File: src/rtl/riscv_hazard_scoreboard_if.sv
// Pipeline-side bundle for riscv_hazard_scoreboard: the stage register fields it watches,
// the long-latency issue and completion strobes, and the forwarding, stall and scoreboard outputs.
interface riscv_hazard_scoreboard_if #(
    parameter int RF_ADDR_WIDTH   = 5,
    parameter int MAX_OUTSTANDING = 4,
    parameter int CNT_W           = $clog2(MAX_OUTSTANDING + 1)
);
    logic [RF_ADDR_WIDTH-1:0] rs1_id;
    logic [RF_ADDR_WIDTH-1:0] rs2_id;
    logic                     rs1_used_id;
    logic                     rs2_used_id;
    logic [RF_ADDR_WIDTH-1:0] rs1_id2ex_ff;
    logic [RF_ADDR_WIDTH-1:0] rs2_id2ex_ff;
    logic [RF_ADDR_WIDTH-1:0] rd_id2ex_ff;
    logic                     mem_read_id2ex_ff;
    logic [RF_ADDR_WIDTH-1:0] rd_ex2mem_ff;
    logic                     reg_write_ex2mem_ff;
    logic [RF_ADDR_WIDTH-1:0] rd_mem2wb_ff;
    logic                     reg_write_mem2wb_ff;
    logic                     iss_valid;
    logic                     iss_long;
    logic [RF_ADDR_WIDTH-1:0] iss_rd;
    logic                     cmp_valid;
    logic [RF_ADDR_WIDTH-1:0] cmp_rd;
    logic [1:0]               fwd_a;
    logic [1:0]               fwd_b;
    logic                     stall;
    logic                     sb_busy;
    logic [CNT_W-1:0]         sb_cnt;
    logic                     sb_err;

    modport master (
        output rs1_id, rs2_id, rs1_used_id, rs2_used_id,
        output rs1_id2ex_ff, rs2_id2ex_ff, rd_id2ex_ff, mem_read_id2ex_ff,
        output rd_ex2mem_ff, reg_write_ex2mem_ff, rd_mem2wb_ff, reg_write_mem2wb_ff,
        output iss_valid, iss_long, iss_rd, cmp_valid, cmp_rd,
        input  fwd_a, fwd_b, stall, sb_busy, sb_cnt, sb_err
    );

    modport slave (
        input  rs1_id, rs2_id, rs1_used_id, rs2_used_id,
        input  rs1_id2ex_ff, rs2_id2ex_ff, rd_id2ex_ff, mem_read_id2ex_ff,
        input  rd_ex2mem_ff, reg_write_ex2mem_ff, rd_mem2wb_ff, reg_write_mem2wb_ff,
        input  iss_valid, iss_long, iss_rd, cmp_valid, cmp_rd,
        output fwd_a, fwd_b, stall, sb_busy, sb_cnt, sb_err
    );
endinterface

File: src/rtl/riscv_hazard_scoreboard.sv
// EX-stage forwarding selects plus a pending-register scoreboard for long-latency writers.
// Optional macro RISCV_SB_EARLY_RELEASE_EN releases RAW/WAW stalls in the completion cycle.
module riscv_hazard_scoreboard #(
    parameter int RF_ADDR_WIDTH   = 5,
    parameter int MAX_OUTSTANDING = 4,
    parameter int CNT_W           = $clog2(MAX_OUTSTANDING + 1)
) (
    input  logic                       clk,
    input  logic                       rst_n,
    riscv_hazard_scoreboard_if.slave   sb
);
    localparam int NREG = 2 ** RF_ADDR_WIDTH;
    localparam logic [CNT_W-1:0] CNT_MAX = CNT_W'(MAX_OUTSTANDING);
    localparam logic [RF_ADDR_WIDTH-1:0] X0 = {RF_ADDR_WIDTH{1'b0}};

    logic [NREG-1:0]  pending_q, pending_d;
    logic [CNT_W-1:0] cnt_q, cnt_d;
    logic             busy_q, busy_d;
    logic             err_q, err_d;

    logic [1:0] fwd_a_s, fwd_b_s;
    logic       load_use_s, raw_s, waw_s, full_s, hazard_s, stall_s;
    logic       rel_rs1_s, rel_rs2_s, rel_rd_s;
    logic       issue_fire_s, cmp_hit_s, cmp_bad_s;

    // EX/MEM result is younger than MEM/WB, so it wins when both match
    function automatic logic [1:0] fwd_sel(
        input logic [RF_ADDR_WIDTH-1:0] src,
        input logic                     wr_mem,
        input logic [RF_ADDR_WIDTH-1:0] rd_mem,
        input logic                     wr_wb,
        input logic [RF_ADDR_WIDTH-1:0] rd_wb
    );
        logic [1:0] sel;
        if (wr_mem && (rd_mem != X0) && (rd_mem == src)) begin
            sel = 2'b10;
        end else if (wr_wb && (rd_wb != X0) && (rd_wb == src)) begin
            sel = 2'b01;
        end else begin
            sel = 2'b00;
        end
        return sel;
    endfunction

    // Operand forwarding selects, held at RF while in reset
    always_comb begin
        fwd_a_s = 2'b00;
        fwd_b_s = 2'b00;
        if (rst_n) begin
            fwd_a_s = fwd_sel(sb.rs1_id2ex_ff, sb.reg_write_ex2mem_ff, sb.rd_ex2mem_ff,
                              sb.reg_write_mem2wb_ff, sb.rd_mem2wb_ff);
            fwd_b_s = fwd_sel(sb.rs2_id2ex_ff, sb.reg_write_ex2mem_ff, sb.rd_ex2mem_ff,
                              sb.reg_write_mem2wb_ff, sb.rd_mem2wb_ff);
        end else begin
            fwd_a_s = 2'b00;
            fwd_b_s = 2'b00;
        end
    end

    // A completion landing this cycle can unmask its register (write-through RF)
    always_comb begin
        rel_rs1_s = 1'b0;
        rel_rs2_s = 1'b0;
        rel_rd_s  = 1'b0;
`ifdef RISCV_SB_EARLY_RELEASE_EN
        rel_rs1_s = sb.cmp_valid && (sb.cmp_rd == sb.rs1_id);
        rel_rs2_s = sb.cmp_valid && (sb.cmp_rd == sb.rs2_id);
        rel_rd_s  = sb.cmp_valid && (sb.cmp_rd == sb.iss_rd);
`else
        rel_rs1_s = 1'b0;
        rel_rs2_s = 1'b0;
        rel_rd_s  = 1'b0;
`endif
    end

    // Decode-stage hazard detection and stall
    always_comb begin
        load_use_s = sb.mem_read_id2ex_ff && (sb.rd_id2ex_ff != X0) &&
                     ((sb.rs1_used_id && (sb.rs1_id == sb.rd_id2ex_ff)) ||
                      (sb.rs2_used_id && (sb.rs2_id == sb.rd_id2ex_ff)));
        raw_s      = (sb.rs1_used_id && pending_q[sb.rs1_id] && !rel_rs1_s) ||
                     (sb.rs2_used_id && pending_q[sb.rs2_id] && !rel_rs2_s);
        waw_s      = sb.iss_long && pending_q[sb.iss_rd] && !rel_rd_s;
        full_s     = sb.iss_long && (cnt_q == CNT_MAX);
        hazard_s   = sb.iss_valid && (load_use_s || raw_s || waw_s || full_s);
        stall_s    = rst_n && hazard_s;
    end

    // Scoreboard next state: clear before set so a same-register pair stays pending
    always_comb begin
        issue_fire_s = sb.iss_valid && sb.iss_long && !hazard_s && (sb.iss_rd != X0);
        cmp_hit_s    = sb.cmp_valid && (sb.cmp_rd != X0) && pending_q[sb.cmp_rd];
        cmp_bad_s    = sb.cmp_valid && !cmp_hit_s;
        pending_d    = pending_q;
        if (cmp_hit_s) begin
            pending_d[sb.cmp_rd] = 1'b0;
        end else begin
            pending_d = pending_d;
        end
        if (issue_fire_s) begin
            pending_d[sb.iss_rd] = 1'b1;
        end else begin
            pending_d = pending_d;
        end
        pending_d[0] = 1'b0;
        case ({issue_fire_s, cmp_hit_s})
            2'b10:   cnt_d = cnt_q + CNT_W'(1);
            2'b01:   cnt_d = cnt_q - CNT_W'(1);
            default: cnt_d = cnt_q;
        endcase
        busy_d = (cnt_d != {CNT_W{1'b0}});
        err_d  = err_q || cmp_bad_s;
    end

    // Scoreboard state registers
    always_ff @(posedge clk or negedge rst_n) begin
        if (!rst_n) begin
            pending_q <= {NREG{1'b0}};
            cnt_q     <= {CNT_W{1'b0}};
            busy_q    <= 1'b0;
            err_q     <= 1'b0;
        end else begin
            pending_q <= pending_d;
            cnt_q     <= cnt_d;
            busy_q    <= busy_d;
            err_q     <= err_d;
        end
    end

    assign sb.fwd_a   = fwd_a_s;
    assign sb.fwd_b   = fwd_b_s;
    assign sb.stall   = stall_s;
    assign sb.sb_busy = busy_q;
    assign sb.sb_cnt  = cnt_q;
    assign sb.sb_err  = err_q;
endmodule

File: src/flat_wrapper.sv
// flat-port wrapper written by rule: the top's interface ports become plain ports
module riscv_hazard_scoreboard_flat 
#(
    parameter int RF_ADDR_WIDTH   = 5,
    parameter int MAX_OUTSTANDING = 4,
    parameter int CNT_W           = $clog2(MAX_OUTSTANDING + 1)
)
  (clk, rst_n, sb_rs1_id, sb_rs2_id, sb_rs1_used_id, sb_rs2_used_id, sb_rs1_id2ex_ff, sb_rs2_id2ex_ff, sb_rd_id2ex_ff, sb_mem_read_id2ex_ff, sb_rd_ex2mem_ff, sb_reg_write_ex2mem_ff, sb_rd_mem2wb_ff, sb_reg_write_mem2wb_ff, sb_iss_valid, sb_iss_long, sb_iss_rd, sb_cmp_valid, sb_cmp_rd, sb_fwd_a, sb_fwd_b, sb_stall, sb_sb_busy, sb_sb_cnt, sb_sb_err);
  riscv_hazard_scoreboard_if #(.RF_ADDR_WIDTH(RF_ADDR_WIDTH), .MAX_OUTSTANDING(MAX_OUTSTANDING), .CNT_W(CNT_W)) sb_i ();
  input  logic clk;
  input  logic rst_n;
  input wire logic [$bits(sb_i.rs1_id)-1:0] sb_rs1_id;
  input wire logic [$bits(sb_i.rs2_id)-1:0] sb_rs2_id;
  input wire logic [$bits(sb_i.rs1_used_id)-1:0] sb_rs1_used_id;
  input wire logic [$bits(sb_i.rs2_used_id)-1:0] sb_rs2_used_id;
  input wire logic [$bits(sb_i.rs1_id2ex_ff)-1:0] sb_rs1_id2ex_ff;
  input wire logic [$bits(sb_i.rs2_id2ex_ff)-1:0] sb_rs2_id2ex_ff;
  input wire logic [$bits(sb_i.rd_id2ex_ff)-1:0] sb_rd_id2ex_ff;
  input wire logic [$bits(sb_i.mem_read_id2ex_ff)-1:0] sb_mem_read_id2ex_ff;
  input wire logic [$bits(sb_i.rd_ex2mem_ff)-1:0] sb_rd_ex2mem_ff;
  input wire logic [$bits(sb_i.reg_write_ex2mem_ff)-1:0] sb_reg_write_ex2mem_ff;
  input wire logic [$bits(sb_i.rd_mem2wb_ff)-1:0] sb_rd_mem2wb_ff;
  input wire logic [$bits(sb_i.reg_write_mem2wb_ff)-1:0] sb_reg_write_mem2wb_ff;
  input wire logic [$bits(sb_i.iss_valid)-1:0] sb_iss_valid;
  input wire logic [$bits(sb_i.iss_long)-1:0] sb_iss_long;
  input wire logic [$bits(sb_i.iss_rd)-1:0] sb_iss_rd;
  input wire logic [$bits(sb_i.cmp_valid)-1:0] sb_cmp_valid;
  input wire logic [$bits(sb_i.cmp_rd)-1:0] sb_cmp_rd;
  output wire logic [$bits(sb_i.fwd_a)-1:0] sb_fwd_a;
  output wire logic [$bits(sb_i.fwd_b)-1:0] sb_fwd_b;
  output wire logic [$bits(sb_i.stall)-1:0] sb_stall;
  output wire logic [$bits(sb_i.sb_busy)-1:0] sb_sb_busy;
  output wire logic [$bits(sb_i.sb_cnt)-1:0] sb_sb_cnt;
  output wire logic [$bits(sb_i.sb_err)-1:0] sb_sb_err;
  assign sb_i.rs1_id = sb_rs1_id;
  assign sb_i.rs2_id = sb_rs2_id;
  assign sb_i.rs1_used_id = sb_rs1_used_id;
  assign sb_i.rs2_used_id = sb_rs2_used_id;
  assign sb_i.rs1_id2ex_ff = sb_rs1_id2ex_ff;
  assign sb_i.rs2_id2ex_ff = sb_rs2_id2ex_ff;
  assign sb_i.rd_id2ex_ff = sb_rd_id2ex_ff;
  assign sb_i.mem_read_id2ex_ff = sb_mem_read_id2ex_ff;
  assign sb_i.rd_ex2mem_ff = sb_rd_ex2mem_ff;
  assign sb_i.reg_write_ex2mem_ff = sb_reg_write_ex2mem_ff;
  assign sb_i.rd_mem2wb_ff = sb_rd_mem2wb_ff;
  assign sb_i.reg_write_mem2wb_ff = sb_reg_write_mem2wb_ff;
  assign sb_i.iss_valid = sb_iss_valid;
  assign sb_i.iss_long = sb_iss_long;
  assign sb_i.iss_rd = sb_iss_rd;
  assign sb_i.cmp_valid = sb_cmp_valid;
  assign sb_i.cmp_rd = sb_cmp_rd;
  assign sb_fwd_a = sb_i.fwd_a;
  assign sb_fwd_b = sb_i.fwd_b;
  assign sb_stall = sb_i.stall;
  assign sb_sb_busy = sb_i.sb_busy;
  assign sb_sb_cnt = sb_i.sb_cnt;
  assign sb_sb_err = sb_i.sb_err;
  riscv_hazard_scoreboard #(.RF_ADDR_WIDTH(RF_ADDR_WIDTH), .MAX_OUTSTANDING(MAX_OUTSTANDING), .CNT_W(CNT_W)) u_core (.clk(clk), .rst_n(rst_n), .sb(sb_i));
endmodule
File: config.mk
export PLATFORM = sky130hd
export DESIGN_NAME = riscv_hazard_scoreboard_flat
export DESIGN_NICKNAME = d
export VERILOG_FILES = /design/src/rtl/riscv_hazard_scoreboard_if.sv /design/src/rtl/riscv_hazard_scoreboard.sv /design/src/flat_wrapper.sv
export SDC_FILE = /design/constraint.sdc
export NUM_CORES = 1
export LEC_CHECK = 0
export CORE_MARGIN = 2
export CORE_UTILIZATION = 48
export CTS_CLUSTER_DIAMETER = 80
export DETAILED_ROUTE_END_ITERATION = 16
export PLACE_DENSITY_LB_ADDON = 0.08
export SLEW_MARGIN = 20
export SYNTH_ARGS = -nofsm -noshare
export SYNTH_HDL_FRONTEND = slang
export SYNTH_SLANG_ARGS = --single-unit
File: constraint.sdc
create_clock -name clk -period 4.4 [get_ports clk]
set_clock_uncertainty 0.05 [all_clocks]
set_input_delay 0.66 -clock clk [delete_from_list [all_inputs] [get_ports clk]]
set_output_delay 0.66 -clock clk [all_outputs]
set_load 0.05 [all_outputs]
==> flow_metrics.py <==
metrics = {
    "run_status": {
        "status": "complete, no violations",
    },
    "synth": {
        "ys_ff_latch": 36,
        "synth_edf_count": 0,
        "async_flop_share": 1.00,
        "ys_seq_area_frac": 0.266,
        "syn-num-nets": 397,
        "synth_top_flop_cell": "dfrtp_1",
        "syn_inst": 340,
        "syn-cell-area_um2": 3380,
        "synth.distinct_cells": 52,
        "avgSynthCellArea_um2": 9.94,
        "yosysWarnings": 0,
    },
    "final_layout": {
        "mostFrequentLayoutCell": "clkdlybuf4s50_1",
        "antenna_cells": 0,
        "final_layout_size_suffix_gt1_frac": 0.158,
        "nets": 463,
        "areaGrowthSynthToFinish_pct": 27.0,
        "finalCoreUtilization": 0.632,
        "final_cell_mix": "clkdlybuf4s50_1 (62), o31ai_1 (46), dfrtp_1 (36)",
    },
    "global_routing": {
        "grt_max_degree": 40,
        "gr-total-overflow": 0,
        "met2_usage": 0.473,
        "antenna_found_initial": 0,
        "grt_pass1_vias": 3284,
        "grt_busiest_layer": "met2",
        "grt.total_usage": 0.283,
        "grt_pass1_wl_mm": 16.8,
        "gr-usage-met1": 0.381,
        "met3_usage": 0.0386,
    },
    "place": {
        "dp_worst_setup_slack_ns": 0.0451,
        "port_buffers": 64,
        "dp_hpwl_mm": 8.00,
        "gp_routability_congestion": 0.970,
    },
    "worst_setup_path": {
        "regToRegEndpoint": "u_core.sb.sb_busy$_DFF_PN0_",
        "r2r-start": "u_core.pending_q[22]$_DFF_PN0_",
        "reg2reg_depth": 13,
        "slowest_stage": "clkdlybuf4s50_1",
        "path_class": "in -> out",
        "max_stage_delay_ns": 0.69,
        "crit_arrival_ns": 3.46,
        "rrSetupSlack_ns": 0.90,
        "critPathBufInv": 3,
        "critical_path.endpoint_type": "primary output",
        "cp.depth": 8,
        "cp-start-kind": "primary input",
        "critPathLaunch": "sb_rs2_id[2]",
        "required_ns": 3.69,
        "cp_top_family": "buffers and inverters",
        "critical_path.cell_chain": "clkdlybuf4s50_1 > mux4_2 > or4b_1 > nand4_1 > a2111o_4 > buf_4 > and3_1 > buf_12",
        "endpoint": "sb_stall",
        "crit_path_max_fanout": 32,
    },
    "power": {
        "leakage_nw": 1.62,
        "peakVddDrop_uv": 158,
        "finalPower_mw": 1.43,
        "p_per_area_nw_per_um2": 332,
    },
    "floorplan": {
        "die_h_um": 87.9,
        "io_pins": 65,
        "std_cell_rows": 30,
        "start_util": 0.498,
        "die_w_um": 87.9,
        "die_area_um2": 7730,
        "core_um2": 6790,
    },
    "clock_network": {
        "post-cts-setup-buffer-count": 0,
        "root_buffer": "clkbuf_8",
        "htree_levels": 2,
        "cts_tree": "done",
        "cts_buffers": 5,
        "cts_resized": 0,
        "cts_sinks": 36,
        "clkSlewWorstSetupHoldPaths_ns": 0.07,
        "insertion_delay_ns": 0.28,
        "cts_buffer_depth": 2,
        "ctsHoldBuffers": 0,
    },
    "sta": {
        "setup-tns-final_ns": 0,
        "rsz0062_at_grt": "false",
        "layout_setup_ws_ns": 0.228,
        "worst_pin_slew_ns": 0.787,
        "hold_viol": 0,
        "max_freq_ghz": 0.240,
        "period_share": 0.948,
        "maxSlewViolCount": 0,
        "min_period_ns": 4.17,
        "relSlewSlack": 0.472,
        "setup_viol": 0,
        "fin_hold_ws_ns": 0.395,
    },
    "route": {
        "drt_first_iter_violations": 258,
        "finalWirelength_mm": 10.5,
        "dr.pass1.iters": 5,
        "routedWlPerCell_um": 20.9,
        "vias": 3286,
        "vias_per_cell": 6.55,
        "drc_errors": 0,
        "antenna_left": 0,
    },
    "job": {
        "max-cap-violations": 0,
    },
    "worst_hold_path": {
        "hold_class": "in -> async",
    },
}
stage by stage:
step,instances,area [µm²]
final,502,4290
after global routing,502,4290
after CTS,502,4290
after detailed placement,495,4200
after global placement,495,4200
after floorplan,340,3380
Yosys cell counts (4+ instances only):
| cell type | instances | area [µm²] |
|---|---|---|
| o31ai_1 | 46 | 345 |
| dfrtp_1 | 36 | 901 |
| mux2i_1 | 24 | 240 |
| xor2_1 | 24 | 210 |
| mux4_2 | 19 | 428 |
| nand2_1 | 17 | 63.8 |
| clkbuf_1 | 16 | 60.1 |
| nand3_1 | 11 | 55.1 |
| xnor2_1 | 9 | 78.8 |
| nand2b_1 | 8 | 50.1 |
| nor2_1 | 8 | 30.0 |
| o21ai_0 | 8 | 40.0 |
| o41ai_1 | 8 | 70.1 |
| nand3b_1 | 7 | 52.6 |
| nor2b_1 | 7 | 43.8 |
| nor4_1 | 7 | 43.8 |
| inv_1 | 6 | 22.5 |
| nand4_1 | 6 | 37.5 |
| or3_1 | 6 | 37.5 |
| and2_1 | 5 | 31.3 |
| buf_2 | 5 | 25.0 |
| or4_1 | 5 | 37.5 |
| buf_6 | 4 | 45.0 |
| o31ai_2 | 4 | 50.1 |
| or2_2 | 4 | 25.0 |
final cells by class:
cell class	count	area, µm²
clock buffers	7	96.3
well taps	96	120
multi-input cells	272	2320
inverters	6	22.5
fillers	599	2500
repair buffers	85	828
flip-flops and latches	36	901
worst min-delay path by stage:
stage / start / to / cells past startpoint
after floorplan: rst_n / u_core.pending_q[10]$_DFF_PN0_ / 0
after global placement: u_core.sb.sb_err$_DFF_PN0_ / u_core.sb.sb_err$_DFF_PN0_ / 1
after detailed placement: u_core.sb.sb_err$_DFF_PN0_ / u_core.sb.sb_err$_DFF_PN0_ / 1
after CTS: rst_n / u_core.pending_q[1]$_DFF_PN0_ / 2
after global routing: rst_n / u_core.pending_q[13]$_DFF_PN0_ / 2
final: rst_n / u_core.pending_q[8]$_DFF_PN0_ / 2
where the power goes:
part / total [mW] / internal, mW / leakage (nW) / switching [mW]
Clock: 0.257 / 0.140 / 0.0503 / 0.118
Combinational: 0.632 / 0.306 / 1.11 / 0.326
Sequential: 0.535 / 0.412 / 0.459 / 0.123
per-layer routing:
layer	part of all wire	routed length, µm
met5	0	0
met4	0.021	216
met3	0.091	955
met2	0.48	5000
met1	0.41	4290
worst register-to-register path, delay by kind of cell (launching register included):
| family | cells | cell delay [ns] |
|---|---|---|
| AO/OA/AOI/OAI | 1 | 0.46 |
| XOR/XNOR | 2 | 0.30 |
| adder cells (fa/ha/maj) | 2 | 0.39 |
| buffers and inverters | 1 | 0.08 |
| flip-flops | 1 | 0.47 |
| multiplexers | 1 | 0.32 |
| AND/OR/NAND/NOR | 6 | 1.32 |
cells by family (layout without fill, tap and decap cells):
family / Yosys count / in the layout / synth area share
XOR/XNOR: 33 / 33 / 0.0855
multiplexers: 47 / 47 / 0.211
AND/OR/NAND/NOR: 105 / 105 / 0.183
flip-flops: 36 / 36 / 0.266
AO/OA/AOI/OAI: 85 / 85 / 0.197
buffers and inverters: 32 / 98 / 0.0474
adder cells (fa/ha/maj): 2 / 2 / 0.00962
sequential cells by signal, indices dropped and copies added (netlist names):
| name | cells |
|---|---|
| u_core.sb.sb_cnt | 3 |
| u_core.sb.sb_err | 1 |
| u_core.pending_q | 31 |
| u_core.sb.sb_busy | 1 |
Power figures use the tool's default switching activity.
